## src/rtl/issue_perf_monitor.sv

```systemverilog
// Issue-stage performance monitor: event counters for issue, thread activity and stalls,
// with sticky overflow flags and a one-cycle-latency indexed readback port.
module issue_perf_monitor #(
  parameter int unsigned NUM_THREADS = 4,
  parameter int unsigned NUM_UNITS   = 5,
  parameter int unsigned CTR_W       = 44,
  parameter bit          SATURATE    = 1'b1,
  localparam int unsigned NUM_CTRS   = 3 + NUM_UNITS,
  localparam int unsigned AW         = $clog2(NUM_CTRS),
  localparam int unsigned PW         = $clog2(NUM_THREADS + 1)
) (
  input  logic                   clk,
  input  logic                   reset_n,
  input  logic                   issue_valid,
  input  logic                   issue_ready,
  input  logic [NUM_THREADS-1:0] issue_tmask,
  input  logic                   scb_delay,
  input  logic [NUM_UNITS-1:0]   unit_valid,
  input  logic [NUM_UNITS-1:0]   unit_ready,
  input  logic                   perf_en,
  input  logic                   perf_clr,
  input  logic                   rd_req,
  input  logic [AW-1:0]          rd_addr,
  output logic                   rd_valid,
  output logic [CTR_W-1:0]       rd_data,
  output logic [PW-1:0]          last_active,
  output logic [NUM_CTRS-1:0]    ovf_flags
);

  logic                fire;
  logic [PW-1:0]       popcnt;
  logic [PW-1:0]       inc      [NUM_CTRS];
  logic [CTR_W:0]      sum      [NUM_CTRS];
  logic [CTR_W-1:0]    ctr_q    [NUM_CTRS];
  logic [CTR_W-1:0]    ctr_d    [NUM_CTRS];
  logic [NUM_CTRS-1:0] ovf_q, ovf_d;
  logic [PW-1:0]       last_active_q;
  logic                rd_valid_q;
  logic [CTR_W-1:0]    rd_data_q, rd_data_d;
  logic [CTR_W-1:0]    rd_mux;

  assign fire = issue_valid & issue_ready;

  always_comb begin
    popcnt = '0;
    for (int t = 0; t < NUM_THREADS; t++) begin
      popcnt = popcnt + PW'(issue_tmask[t]);
    end
  end

  // Per-counter increment; unit stall counters follow the fixed ones in channel order.
  always_comb begin
    inc    = '{default: '0};
    inc[0] = PW'(fire);
    inc[1] = fire ? popcnt : '0;
    inc[2] = PW'(issue_valid & scb_delay);
    for (int k = 0; k < NUM_UNITS; k++) begin
      inc[3+k] = PW'(unit_valid[k] & ~unit_ready[k]);
    end
  end

  always_comb begin
    ovf_d = ovf_q;
    for (int i = 0; i < NUM_CTRS; i++) begin
      sum[i]   = {1'b0, ctr_q[i]} + (CTR_W+1)'(inc[i]);
      ctr_d[i] = ctr_q[i];
      if (perf_clr) begin
        ctr_d[i] = '0;
        ovf_d[i] = 1'b0;
      end else if (perf_en) begin
        if (sum[i][CTR_W]) begin
          ovf_d[i] = 1'b1;
          ctr_d[i] = SATURATE ? {CTR_W{1'b1}} : sum[i][CTR_W-1:0];
        end else begin
          ctr_d[i] = sum[i][CTR_W-1:0];
        end
      end
    end
  end

  // Decoded mux keeps rd_addr from propagating X; out-of-range indices read as zero.
  always_comb begin
    rd_mux = '0;
    for (int i = 0; i < NUM_CTRS; i++) begin
      if (rd_addr == AW'(i)) begin
        rd_mux = ctr_q[i];
      end
    end
  end

  always_comb begin
    rd_data_d = rd_data_q;
    if (rd_req) begin
      rd_data_d = rd_mux;
    end
  end

  always_ff @(posedge clk or negedge reset_n) begin
    if (!reset_n) begin
      for (int i = 0; i < NUM_CTRS; i++) begin
        ctr_q[i] <= '0;
      end
      ovf_q         <= '0;
      last_active_q <= '0;
      rd_valid_q    <= 1'b0;
      rd_data_q     <= '0;
    end else begin
      for (int i = 0; i < NUM_CTRS; i++) begin
        ctr_q[i] <= ctr_d[i];
      end
      ovf_q      <= ovf_d;
      rd_valid_q <= rd_req;
      rd_data_q  <= rd_data_d;
      if (fire) begin
        last_active_q <= popcnt;
      end
    end
  end

  assign rd_valid    = rd_valid_q;
  assign rd_data     = rd_data_q;
  assign last_active = last_active_q;
  assign ovf_flags   = ovf_q;

endmodule

```

## config.mk

```make
export PLATFORM = sky130hd
export DESIGN_NAME = issue_perf_monitor
export DESIGN_NICKNAME = d
export VERILOG_FILES = /design/src/rtl/issue_perf_monitor.sv
export SDC_FILE = /design/constraint.sdc
export NUM_CORES = 1
export LEC_CHECK = 0
export CAP_MARGIN = 20
export CORE_MARGIN = 1.5
export CORE_UTILIZATION = 55
export DETAILED_ROUTE_END_ITERATION = 16
export PLACE_DENSITY_LB_ADDON = 0.25
export SYNTH_ARGS = -nofsm -noshare
export SYNTH_HDL_FRONTEND = slang
export SYNTH_SLANG_ARGS = --single-unit
```

## constraint.sdc

```tcl
create_clock -name clk -period 5.76 [get_ports clk]
set_clock_uncertainty 0.15 [all_clocks]
set_input_delay 1.44 -clock clk [delete_from_list [all_inputs] [get_ports clk]]
set_output_delay 1.44 -clock clk [all_outputs]
set_load 0.005 [all_outputs]
```

==> impl_metrics.env, run 1 <==
export IMPL_max_freq_ghz=0.2157
export IMPL_power_frac_comb_pct=8.5
export IMPL_min_from="last_active[0]"
export IMPL_synth_xor_area_share_pct=0.6299
export IMPL_cp_data_required_time_ns=6.09
export IMPL_drc_errors=0
export IMPL_grt_remaining_overflow=0
export IMPL_startpoint_type="input port"
export IMPL_syn_num_nets=2994
export IMPL_clkTransAtPathRegs_ns=0.06
export IMPL_yosysTopAreaCellShare_pct=40.79
export IMPL_clk_latency_ns=0.59
export IMPL_whs_path_depth=1
export IMPL_synthMuxAreaShare_pct=3.159
export IMPL_ys_seq_area_share_pct=40.79
export IMPL_worst_r2r_cell_count=8
export IMPL_ant_nets=0
export IMPL_synth_fa_ha_area_share_pct=1.110
export IMPL_core_area_mm2=0.04461
export IMPL_start_util_pct=56.11
export IMPL_die_x_um=216.3
export IMPL_port_buffers=80
export IMPL_place_congestion=1.005
export IMPL_antenna_found_initial=0
export IMPL_slew_headroom_pct=29.70
export IMPL_yosys_area_share_simple_pct=27.58
export IMPL_synth_top_family_by_area="simple AND/OR/NAND/NOR gates"
export IMPL_cap_viol_max_count=0
export IMPL_drtIter0Drc=4171
export IMPL_drive_gt1_share_pct=7.497
export IMPL_synth_edf_count=0
export IMPL_grt_usage_pct=37.68
export IMPL_regToRegSetupSlack_ns=2.68
export IMPL_clkSinkCount=408
export IMPL_yosysWarnings=0
export IMPL_routedWlPerCell_um=25.22
export IMPL_r2r_end="ctr_q[187]"
export IMPL_hold_viol=0
export IMPL_regToRegStartpoint="ctr_q[176]"
export IMPL_drv_slew=0
export IMPL_wirelength_um=89280
export IMPL_n_antenna_cell=0
export IMPL_wl_met1_um=36210
export IMPL_postCtsSetupRepairBufs=0
export IMPL_ioPinCount=81
export IMPL_grt_pass1_wl_um=137200
export IMPL_leakage_nw=11.14
export IMPL_ctsLongestPathBuffers=3
export IMPL_rsz0062_at_grt="no"
export IMPL_synth_ff_type="dfrtp_1"
export IMPL_p_clk_share_pct=46.2
export IMPL_totalPowerFinal_w=0.006512
export IMPL_die_y_um=216.3
export IMPL_vias=25290
export IMPL_ctsHoldBuffers=0
export IMPL_p_seq_share_pct=45.3
export IMPL_synth_area_mm2=0.02503
export IMPL_hpwl_um=62740
export IMPL_sw_frac_of_total_pct=25.31
export IMPL_grt_max_degree=141
export IMPL_grt_pass1_vias=23088
export IMPL_ir_drop_uv=201.7
export IMPL_fillCellCount=3810
export IMPL_internal_power_w=0.004863
export IMPL_cts_inserted_buffers=46
export IMPL_top_layer_used="met4"
export IMPL_rows=77
export IMPL_fin_crit_sh_pct=80.47
export IMPL_criticalPathCategory="input port to register"
export IMPL_cts_resized_gates=0
export IMPL_synth_distinct_cells=83
export IMPL_root_buffer="clkbuf_16"
export IMPL_min_path_type="register to register"
export IMPL_critPathArrivalTime_ns=4.96
export IMPL_worstMarginPinSlew_ns=1.043
export IMPL_synth_compound_area_share_pct=22.28
export IMPL_ys_ff_latch=408
export IMPL_yosys_area_top_type="dfrtp_1"
export IMPL_fin_crit_ns=4.635
export IMPL_p_per_area_mw_per_mm2=235.5
export IMPL_min_to="last_active[0]"
export IMPL_ctsHtreeMaxLevel=2
export IMPL_cp_max_fo=11
export IMPL_nNetsFinal=2961
export IMPL_dieArea_mm2=0.04680
export IMPL_viasPerCell=7.144
export IMPL_wl_met2_um=37270
export IMPL_ys_async_sr_fraction_pct=100.0
export IMPL_power_switching_w=0.001648
export IMPL_areaGrowthSynthToFinish_pct=10.49
export IMPL_outcome="completed"
export IMPL_setup_tns_ns=0
export IMPL_dr_wl_met3_um=10800
export IMPL_cp_end_kind="register"
export IMPL_synth_area_per_cell_um2=8.490
export IMPL_drt_pass1_iterations=6
export IMPL_final_setup_viol_count=0
export IMPL_synth_area_top_cells="dfrtp_1 41%, nor2_1 5.9%, a211oi_1 3.7%"
export IMPL_synthCells=2948
export IMPL_tritoncts="done"
[layout make-up]
type                    count  area [um2]  area share, %
flip-flops and latches    408       10210          36.92
clock inverters             8       93.84         0.3393
inverters                  78       292.8          1.059
clock buffers              73        1414          5.112
well taps                 592       740.7          2.678
repair buffers            120        1195          4.321
multi-input cells        2261       13710          49.57
[cells in the final DEF (no fill, tap or decap), types with 17 or more instances in the layout]
cell	instances
buf_4	35
a21oi_1	168
nand2_1	235
o221a_2	41
a31oi_1	105
ha_1	19
dfrtp_1	408
inv_1	76
o221ai_1	33
a211oi_1	122
and2_1	36
and3_1	111
a41oi_1	27
and4_1	54
or3_1	17
nand4_1	84
clkbuf_16	47
a311oi_1	38
o32ai_1	27
clkdlybuf4s50_1	73
o21ai_0	126
nor4_1	36
nor3_1	132
nand3_1	149
nor2_1	394
mux2i_1	70
[kinds of logic (layout without fill, tap and decap cells)]
logic type | Yosys count | count (layout)
xor gates and xnor gates | 18 | 18
and+or+nand+nor | 1341 | 1341
buffers and inverters | 279 | 279
DFF | 408 | 408
adders and majority gates | 21 | 21
AOI/OAI and AO/OA | 806 | 806
muxes | 75 | 75
[cells in the mapped netlist, types with 12 or more instances]
library cell  instances
mux2i_1              70
nand3_1             149
a211oi_1            122
o32ai_1              27
o221a_2              41
inv_1                78
nor4_2               12
a21oi_1             168
a221oi_1             15
or3_1                17
and3_1              111
o221ai_1             33
o21ai_0             126
a311oi_1             38
buf_2                24
o22ai_1              14
clkbuf_1            160
ha_1                 19
nand2_1             235
nor4_1               36
nand4_1              84
a41oi_1              27
a41o_1               14
nor3_1              132
nor2b_1              13
dfrtp_1             408
and2_1               36
a31oi_1             105
and4_1               54
nor2_1              394
[routing by layer]
metal | global-route usage (%) | vias up
met5 | 0 | -
met4 | 19.17 | 0
met3 | 7.804 | 235
met2 | 52.84 | 1679
met1 | 54.82 | 12282
li1 | - | 11094
[worst max-delay path, stage by stage]
cell and delay [ns]:
clkdlybuf4s50_1 0.43, fa_1 0.50, ha_1 0.20, ha_1 0.26, and3_1 0.23, fa_1 0.23
a21o_1 0.20, nand2_1 0.12, nor2_1 0.32, nand3_1 0.43, and3_1 0.34, a311oi_1 0.26
[sequential cells by signal, indices dropped and copies added (netlist names)]
register / count
ctr_q: 352
rd_data: 44
ovf_flags: 8
last_active: 3
rd_valid: 1
[stage by stage]
stage,setup WS [ns],instance area (um2),hold slack [ns],std cells,util (%)
CTS,1.170,27610,0.3487,3538,61.89
global route,0.9262,27660,0.3661,3540,62.00
detailed placement,0.5852,26100,0.3353,3457,58.51
global placement,0.6459,26100,0.3130,3457,58.51
finish,1.125,27660,0.3414,3540,62.00
floorplan,1.448,25030,0.3078,2948,-
[power by group through the flow]
| stage | logic [W] | registers [W] | clock network (W) |
|---|---|---|---|
| after global placement | 0.000531 | 0.00300 | 0 |
| after global routing | 0.000591 | 0.00295 | 0.00313 |
| after detailed placement | 0.000538 | 0.00300 | 0 |
| final | 0.000551 | 0.00295 | 0.00301 |
| after floorplan | 0.000275 | 0.00299 | 0 |
| after CTS | 0.000540 | 0.00295 | 0.00302 |
[worst max-delay path by stage]
stage / slack (ns) / depth (start not counted) / start / to
after detailed placement: 0.59 / 12 / issue_tmask[0] / ctr_q[305]
final: 1.12 / 12 / issue_tmask[0] / ctr_q[305]
after global placement: 0.65 / 12 / issue_tmask[0] / ctr_q[305]
after CTS: 1.17 / 12 / issue_tmask[0] / ctr_q[305]
after global routing: 0.93 / 12 / issue_tmask[0] / ctr_q[305]
after floorplan: 1.45 / 11 / issue_tmask[0] / ctr_q[269]
(Power assumes the default switching activity.)
==> run 2, diff against run 1 <==
clock period = 4.2 ns   (was 5.76 ns; I/O delays follow)
==> impl_metrics.env, run 2 (synthesis gave the netlist of run 1 again) <==
export IMPL_outcome="completed"
export IMPL_place_ws_ns=-0.3050
export IMPL_wirelength_um=90730
export IMPL_slew_headroom_pct=31.00
export IMPL_routedWlPerCell_um=25.05
export IMPL_min_path_type="register to register"
export IMPL_die_y_um=216.3
export IMPL_power_frac_comb_pct=8.8
export IMPL_dieArea_mm2=0.04680
export IMPL_clk_latency_ns=0.61
export IMPL_sw_frac_of_total_pct=25.46
export IMPL_largest_reg_flops=352
export IMPL_place_congestion=1.019
export IMPL_start_util_pct=56.11
export IMPL_vias=25714
export IMPL_rsz0062_at_grt="no"
export IMPL_ant_nets=0
export IMPL_cp_data_required_time_ns=4.54
export IMPL_ctsLongestPathBuffers=3
export IMPL_setup_tns_ns=0
export IMPL_hpwl_um=65090
export IMPL_die_x_um=216.3
export IMPL_ctsHoldBuffers=0
export IMPL_clkTransAtPathRegs_ns=0.06
export IMPL_cp_max_fo=8
export IMPL_p_per_area_mw_per_mm2=313.7
export IMPL_p_clk_share_pct=45.7
export IMPL_power_switching_w=0.002261
export IMPL_mostFrequentLayoutCell="dfrtp_1"
export IMPL_min_to="last_active[0]"
export IMPL_whs_ns=0.3264
export IMPL_regToRegStartpoint="ctr_q[255]"
export IMPL_nNetsFinal=3044
export IMPL_cts_inserted_buffers=47
export IMPL_ir_drop_uv=341.8
export IMPL_tritoncts="done"
export IMPL_totalPowerFinal_w=0.008881
export IMPL_min_from="last_active[0]"
export IMPL_leakage_nw=11.55
export IMPL_grt_usage_pct=38.33
export IMPL_internal_power_w=0.006620
export IMPL_areaGrowthSynthToFinish_pct=13.13
export IMPL_cap_viol_max_count=0
export IMPL_grt_pass1_vias=23377
export IMPL_postCtsSetupRepairBufs=0
export IMPL_core_area_mm2=0.04461
export IMPL_port_buffers=80
export IMPL_cp_end_kind="register"
export IMPL_rows=77
export IMPL_grt_remaining_overflow=0
export IMPL_p_seq_share_pct=45.6
export IMPL_root_buffer="clkbuf_16"
export IMPL_startpoint_type="input port"
export IMPL_cp_startpoint="issue_tmask[1]"
export IMPL_largest_register="ctr_q"
export IMPL_fin_crit_ns=3.932
export IMPL_critPathArrivalTime_ns=4.27
export IMPL_final_cell_mix="408 x dfrtp_1, 394 x nor2_1, 235 x nand2_1"
export IMPL_criticalPathCategory="input port to register"
export IMPL_worstMarginPinSlew_ns=1.024
export IMPL_fin_crit_sh_pct=93.62
export IMPL_viasPerCell=7.099
export IMPL_grt_pass1_wl_um=139600
export IMPL_drive_gt1_share_pct=10.00
export IMPL_fin_ws_ns=0.2680
export IMPL_worst_r2r_cell_count=6
export IMPL_hold_viol=0
export IMPL_drv_slew=0
export IMPL_drc_errors=0
export IMPL_r2r_end="ctr_q[221]"
export IMPL_cts_resized_gates=0
export IMPL_drtIter0Drc=3975
export IMPL_regToRegSetupSlack_ns=1.29
export IMPL_antenna_found_initial=1
export IMPL_grt_max_degree=166
export IMPL_clkSinkCount=408
export IMPL_ctsHtreeMaxLevel=2
export IMPL_max_freq_ghz=0.2543
export IMPL_ioPinCount=81
export IMPL_whs_path_depth=1
export IMPL_drt_pass1_iterations=7
export IMPL_final_setup_viol_count=0
-- run 2: changes by cell type in the layout (fill, tap and decap cells not counted), sizes merged --
cell and delta:
diode +1, clkbuf -1, bufinv -1, clkinvlp +1, buf +82
-- run 2: worst max-delay path by stage --
stage                 endpoint  slack, ns  cells past startpoint
floorplan           ctr_q[269]       0.28                     11
global placement    ctr_q[287]      -0.24                     13
detailed placement  ctr_q[279]      -0.31                     13
CTS                 ctr_q[279]       0.29                     13
global route        ctr_q[279]       0.06                     13
finish              ctr_q[279]       0.27                     13
-- run 2: cell type report --
class | instances | area (um2)
fillers | 3871 | 16290
repair buffers | 202 | 1878
clock inverters | 8 | 71.32
well taps | 592 | 740.7
diodes | 1 | 2.502
multi-input cells | 2261 | 13710
inverters | 78 | 292.8
flip-flops and latches | 408 | 10210
clock buffers | 72 | 1410
-- run 2: layer usage --
layer  share of wire, %  vias to the layer above  global-route usage, %
met5                  0                        -                      0
met4                5.5                        0                  18.96
met3                 11                      272                  7.340
met2                 43                     1621                  55.05
met1                 41                    12539                  55.28
li1                   -                    11282                      -
-- run 2: metrics by stage --
stage | util (%) | instance area (um2) | instances
final | 63.48 | 28310 | 3622
after global routing | 63.47 | 28310 | 3621
after CTS | 63.47 | 28310 | 3621
after detailed placement | 60.15 | 26830 | 3541
after global placement | 60.15 | 26830 | 3541
after floorplan | - | 25030 | 2948
-- run 2: power groups by stage --
stage          sequential (W)  combinational, W  clock, W
3_3_place_gp          0.00411          0.000752         0
2_1_floorplan         0.00410          0.000377         0
5_1_grt               0.00405          0.000836   0.00422
4_1_cts               0.00405          0.000767   0.00408
3_5_place_dp          0.00412          0.000764         0
6_report              0.00405          0.000778   0.00406
-- run 2: worst max-delay path, cell delays in order --
cell and delay, ns:
clkdlybuf4s50_1 0.49, fa_1 0.43, ha_1 0.20, ha_1 0.17, and3_1 0.20, ha_1 0.33
a21o_1 0.19, and2_1 0.17, nand2_1 0.09, nor2_1 0.42, buf_4 0.25, o21ai_0 0.09
a21boi_0 0.21
